<file path="src/rtl/tone_pkg.sv">
// Shared types and the note table for the tone sequencer.
// Note counts come from integer division of the clock rate by each note's pitch.
package tone_pkg;

    typedef logic [2:0] note_t;

    localparam int NUM_NOTES = 8;

    // C5 up to C6 in Hz
    localparam int NOTE_HZ [NUM_NOTES] = '{523, 587, 659, 698, 783, 880, 987, 1046};

    typedef enum logic [1:0] {
        IDLE = 2'd0,
        PLAY = 2'd1,
        GAP  = 2'd2
    } state_t;

    function automatic logic [27:0] note_count(input int clk_hz, input note_t idx);
        return 28'(clk_hz / NOTE_HZ[idx]);
    endfunction

endpackage

</file>
<file path="src/rtl/tick_timer.sv">
// Loadable up-counter whose terminal flag is raised when the count equals 'last'.
// The sequencer reprograms 'last' for each state it times.
module tick_timer #(
    parameter int W = 4
) (
    input  logic         clk,
    input  logic         reset,
    input  logic         clear,
    input  logic         en,
    input  logic [W-1:0] last,
    output logic         tc
);

    logic [W-1:0] count;

    always_ff @(posedge clk) begin
        if (reset || clear) begin
            count <= '0;
        end else if (en) begin
            count <= count + 1'b1;
        end
    end

    assign tc = (count == last);

endmodule

</file>
<file path="src/rtl/tone_sequencer.sv">
// Drives the clock divider's finalcount and a tone enable, either from the
// manual note switches or by stepping through a captured list of notes.
module tone_sequencer
    import tone_pkg::*;
#(
    parameter int  CLK_HZ     = 50_000_000,
    parameter int  NOTE_TICKS = 25_000_000,
    parameter int  GAP_TICKS  = 2_500_000,
    parameter int  SEQ_LEN    = 8,
    localparam int STEP_W     = (SEQ_LEN > 1) ? $clog2(SEQ_LEN) : 1
) (
    input  logic                 inclk,
    input  logic                 reset,
    input  logic                 start,
    input  logic                 mode_manual,
    input  note_t                manual_note,
    input  logic [SEQ_LEN*3-1:0] seq_notes,
    output logic [27:0]          finalcount,
    output logic                 tone_en,
    output logic                 busy,
    output logic                 done,
    output logic [STEP_W-1:0]    step_idx,
    output note_t                note_out
);

    localparam int MAX_TICKS = (NOTE_TICKS > GAP_TICKS) ? NOTE_TICKS : GAP_TICKS;
    localparam int TIMER_W   = $clog2(MAX_TICKS + 1);

    // Timer compares against the final cycle index of each state
    localparam logic [TIMER_W-1:0] PLAY_LAST = TIMER_W'(NOTE_TICKS - 1);
    localparam logic [TIMER_W-1:0] GAP_LAST  = TIMER_W'((GAP_TICKS > 0) ? GAP_TICKS - 1 : 0);
    localparam logic [STEP_W-1:0]  LAST_STEP = STEP_W'(SEQ_LEN - 1);

    localparam logic [27:0] NOTE_COUNT [NUM_NOTES] = '{
        note_count(CLK_HZ, 3'd0), note_count(CLK_HZ, 3'd1),
        note_count(CLK_HZ, 3'd2), note_count(CLK_HZ, 3'd3),
        note_count(CLK_HZ, 3'd4), note_count(CLK_HZ, 3'd5),
        note_count(CLK_HZ, 3'd6), note_count(CLK_HZ, 3'd7)
    };

    state_t               state_q, state_d;
    logic [27:0]          fc_q, fc_d;
    logic                 tone_q, tone_d;
    logic                 busy_q, busy_d;
    logic                 done_q, done_d;
    logic [STEP_W-1:0]    step_q, step_d;
    note_t                note_q, note_d;
    logic [SEQ_LEN*3-1:0] shadow_q, shadow_d;

    logic                 timer_clear;
    logic                 timer_en;
    logic [TIMER_W-1:0]   timer_last;
    logic                 timer_tc;
    logic                 advance;
    logic [STEP_W-1:0]    next_step;
    note_t                next_note;

    tick_timer #(
        .W(TIMER_W)
    ) u_timer (
        .clk   (inclk),
        .reset (reset),
        .clear (timer_clear),
        .en    (timer_en),
        .last  (timer_last),
        .tc    (timer_tc)
    );

    assign next_step = step_q + 1'b1;

    always_comb begin
        next_note = '0;
        for (int k = 0; k < SEQ_LEN; k++) begin
            if (STEP_W'(k) == next_step) begin
                next_note = shadow_q[3*k +: 3];
            end
        end
    end

    always_ff @(posedge inclk) begin
        if (reset) begin
            state_q  <= IDLE;
            fc_q     <= NOTE_COUNT[0];
            tone_q   <= 1'b0;
            busy_q   <= 1'b0;
            done_q   <= 1'b0;
            step_q   <= '0;
            note_q   <= '0;
            shadow_q <= '0;
        end else begin
            state_q  <= state_d;
            fc_q     <= fc_d;
            tone_q   <= tone_d;
            busy_q   <= busy_d;
            done_q   <= done_d;
            step_q   <= step_d;
            note_q   <= note_d;
            shadow_q <= shadow_d;
        end
    end

    always_comb begin
        state_d     = state_q;
        fc_d        = fc_q;
        tone_d      = tone_q;
        busy_d      = busy_q;
        done_d      = 1'b0;
        step_d      = step_q;
        note_d      = note_q;
        shadow_d    = shadow_q;
        timer_clear = 1'b0;
        timer_en    = 1'b0;
        timer_last  = PLAY_LAST;
        advance     = 1'b0;

        case (state_q)
            IDLE: begin
                timer_clear = 1'b1;
                if (mode_manual) begin
                    note_d = manual_note;
                    fc_d   = NOTE_COUNT[manual_note];
                    tone_d = 1'b1;
                end else if (start) begin
                    shadow_d = seq_notes;
                    step_d   = '0;
                    note_d   = seq_notes[2:0];
                    fc_d     = NOTE_COUNT[seq_notes[2:0]];
                    tone_d   = 1'b1;
                    busy_d   = 1'b1;
                    state_d  = PLAY;
                end else begin
                    tone_d = 1'b0;
                end
            end
            PLAY: begin
                timer_last = PLAY_LAST;
                if (timer_tc) begin
                    timer_clear = 1'b1;
                    if (GAP_TICKS > 0) begin
                        tone_d  = 1'b0;
                        state_d = GAP;
                    end else begin
                        advance = 1'b1;
                    end
                end else begin
                    timer_en = 1'b1;
                end
            end
            GAP: begin
                timer_last = GAP_LAST;
                if (timer_tc) begin
                    timer_clear = 1'b1;
                    advance     = 1'b1;
                end else begin
                    timer_en = 1'b1;
                end
            end
            default: begin
                state_d = IDLE;
            end
        endcase

        // End of a note slot: move to the next step or finish the sequence
        if (advance) begin
            if (step_q != LAST_STEP) begin
                step_d  = next_step;
                note_d  = next_note;
                fc_d    = NOTE_COUNT[next_note];
                tone_d  = 1'b1;
                state_d = PLAY;
            end else begin
                step_d  = '0;
                tone_d  = 1'b0;
                busy_d  = 1'b0;
                done_d  = 1'b1;
                state_d = IDLE;
            end
        end
    end

    assign finalcount = fc_q;
    assign tone_en    = tone_q;
    assign busy       = busy_q;
    assign done       = done_q;
    assign step_idx   = step_q;
    assign note_out   = note_q;

endmodule
</file>
<file path="config.mk">
export PLATFORM = sky130hd
export DESIGN_NAME = tone_sequencer
export DESIGN_NICKNAME = d
export VERILOG_FILES = /design/src/rtl/tone_pkg.sv /design/src/rtl/tick_timer.sv /design/src/rtl/tone_sequencer.sv
export SDC_FILE = /design/constraint.sdc
export NUM_CORES = 1
export LEC_CHECK = 0
export BUFFER_PORTS_ARGS = -buffer_cell sky130_fd_sc_hd__buf_2
export CAP_MARGIN = 0
export CELL_PAD_IN_SITES_DETAIL_PLACEMENT = 0
export CELL_PAD_IN_SITES_GLOBAL_PLACEMENT = 2
export CORE_UTILIZATION = 37
export CTS_CLUSTER_DIAMETER = 30
export DETAILED_ROUTE_END_ITERATION = 16
export PLACE_DENSITY = 0.86
export SYNTH_ARGS = -nofsm -noshare
export SYNTH_HDL_FRONTEND = slang
export SYNTH_SLANG_ARGS = --single-unit
</file>
<file path="constraint.sdc">
create_clock -name inclk -period 7.6 [get_ports inclk]
set_clock_uncertainty 0.15 [all_clocks]
set_input_delay 0.38 -clock inclk [delete_from_list [all_inputs] [get_ports inclk]]
set_output_delay 0.38 -clock inclk [all_outputs]
set_load 0.01 [all_outputs]
</file>
==> out/qor.yml <==
status: "completed"
wl_per_cell_um: 15.6
synth-simple-area-share_pct: 25.5
max_stage_delay_ns: 0.77
fin_util_pct: 43.9
grt_pass1_vias: 3967
setup_viol: 0
port_buffers: 67
slew_headroom_pct: 17.0
seq_area_frac_synth_pct: 36.8
rsz0062_at_grt: "false"
crit_fanout: 25
dr.pass1.iters: 5
holdCritPathClass: "input port to flip-flop"
clk_pin_slew_ns: 0.07
drt_iter0_drc: 269
synth_cell_types: 66
core_area_sq_um: 12600
final_hold_viol_count: 0
crit_path_cell_trace: "inv_1 > ha_1 > or4b_1 > nor4b_2 > o2111a_1 > nand3b_1 > o211ai_2 > nor2_1"
antenna_found_initial: 0
ctsResizeCount: 0
ys.flop_type: "dfxtp_1"
vias: 4305
die_h_um: 116
avgViaCountPerCell: 5.43
grt_start_max_net_pins: 45
tightest_slew_ns: 1.24
synthMuxAreaShare_pct: 1.88
cts_made_buffers: 9
diodes: 0
area_growth_pct: 15.6
synth-edff-count: 0
syn_area_sq_um: 4790
critPathCaptureType: "flip-flop"
synthAdderAreaFrac_pct: 7.84
cpMaxStageDelayCell: "o2111a_1"
cellLeakagePower_nw: 2.05
design_area_sq_um: 5540
cts_tree: "built"
fmax_ghz: 0.273
ant_nets: 0
ir_drop_mv: 0.201
synth-compound-area-share_pct: 19.9
cts_setup_buffers: 0
fin_crit_sh_pct: 48.2
yosys_register_bits: 88
routed_wl_um: 12400
ys.warnings.count: 0
dpl_cell_area_sq_um: 5200
die_w_um: 116
fin_crit_ns: 3.67
rows: 41
synthTopCellsByArea: "dfxtp_1 (37%), ha_1 (7.8%), nand2_1 (6.7%), a21oi_1 (4.7%), xnor2_1 (2.6%)"
die-area_sq_um: 13400
synthXorXnorAreaFrac_pct: 3.29
synth_top_family_by_area: "simple AND/OR/NAND/NOR gates"
avgSynthCellArea_sq_um: 8.34
path_class: "flip-flop to flip-flop"
grt_pass1_wl_um: 19700
maxCapViolCount: 0
rrSetupSlack_ns: 3.93
synth.top_cell.area_share_pct: 36.8
synth-async-reset-ratio_pct: 0
syn_nets: 635
clk_latency_ns: 0.35
place.gp.congestion: 0.847
hold_buffers: 0
htree_levels: 3
yosysTopAreaCell: "dfxtp_1"
synthCells: 574
slew_violations: 0
required_ns: 7.64
root_buffer: "clkbuf_16"
clock-sinks: 88
p_per_area_nw_per_um2: 251
tns_ns: 0
final_net_count: 677
cp.arrival_ns: 3.71
io_pins: 68
start_util_pct: 38.0
cts_buffer_depth: 2
overflow: 0
grtUsageTotal_pct: 19.1
place_hpwl_um: 8930
start_kind: "flip-flop"
drc: 0
p_total_w: 0.00139
drive_gt1_share_pct: 15.3
==> worst max-delay path, delay by kind of cell (launching register included) <==
kind | cells | cell delay (ns)
buf+inv | 1 | 0.10
simple gates | 4 | 1.23
compound gates | 2 | 1.19
fa+ha+maj | 1 | 0.49
flops | 1 | 0.33
==> placed cells by master (no fill, tap or decap), types with 4 or more instances in the layout <==
cell type	Yosys	layout
a211oi_1	8	8
a21oi_1	45	45
a222oi_1	5	5
a22oi_1	8	8
a311oi_1	6	6
and2_1	17	17
and3_1	5	5
buf_2	4	67
clkbuf_16	0	9
dfxtp_1	88	88
ha_1	30	30
inv_1	17	17
mux2i_1	9	9
nand2_1	86	86
nand2b_1	9	9
nand3_1	11	11
nand3b_1	5	5
nand4_1	10	10
nor2_1	32	32
nor2b_1	8	8
nor3_1	16	16
nor4_1	9	9
nor4b_1	5	5
o211ai_1	8	8
o21ai_0	23	23
or3_1	8	8
xnor2_1	14	14
xor2_1	4	4
==> power by group <==
| group | total (W) | switching [W] | internal [W] |
|---|---|---|---|
| sequential | 0.000534 | 0.0000274 | 0.000506 |
| clock | 0.000499 | 0.000197 | 0.000303 |
| combinational | 0.000357 | 0.000226 | 0.000131 |
==> cells by family after synthesis <==
kind of cell               Yosys count
buffers and inverters               57
adders and majority gates           30
muxes                                9
DFF                                 88
xor gates and xnor gates            18
and+or+nand+nor                    235
AOI/OAI and AO/OA                  137
==> layer usage <==
metal	vias up	wire length, um	part of all wire [%]	global-route usage, %
met5	-	0	0	0
met4	0	231	1.9	6.50
met3	21	862	7.0	5.75
met2	139	5670	46	30.5
met1	2018	5600	45	24.4
li1	2127	-	-	-
==> worst paths after layout <==
check | endpoint | cells past startpoint | start
max | u_timer.count[24] | 8 | state_q[0]
min | shadow_q[17] | 3 | seq_notes[17]
max reg2reg | u_timer.count[24] | 8 | state_q[0]
min reg2reg | finalcount[15] | 2 | finalcount[15]
==> cells in the mapped netlist (10+ instances only) <==
cell type  instances
a21oi_1           45
inv_1             17
xnor2_1           14
nor2_1            32
o21ai_0           23
nor3_1            16
dfxtp_1           88
and2_1            17
clkbuf_1          30
nand3_1           11
nand4_1           10
nand2_1           86
ha_1              30
==> area by class of cell <==
class	instances	area [sq um]
Clock inverter	6	97.6
Tap cell	172	215
Clock buffer	10	239
Inverter	18	67.6
Fill cell	1311	7080
Multi-Input combinational cell	429	2800
Sequential cell	88	1760
Timing Repair Buffer	70	358
==> per-stage QoR <==
| stage | cells | worst slack (ns) | hold WS (ns) |
|---|---|---|---|
| after global placement | 777 | 4.08 | 0.286 |
| final | 793 | 3.93 | 0.112 |
| after global routing | 793 | 3.55 | 0.102 |
| after CTS | 793 | 3.91 | 0.101 |
| after floorplan | 574 | 4.78 | 0.283 |
| after detailed placement | 777 | 3.92 | 0.288 |
==> sequential cells by signal, summed over array words and instances, names as in the netlist <==
register,count
note_out,3
u_timer.count,25
step_idx,3
shadow_q,24
finalcount,28
done,1
tone_en,1
busy,1
state_q,2
Power figures use the tool's default switching activity.
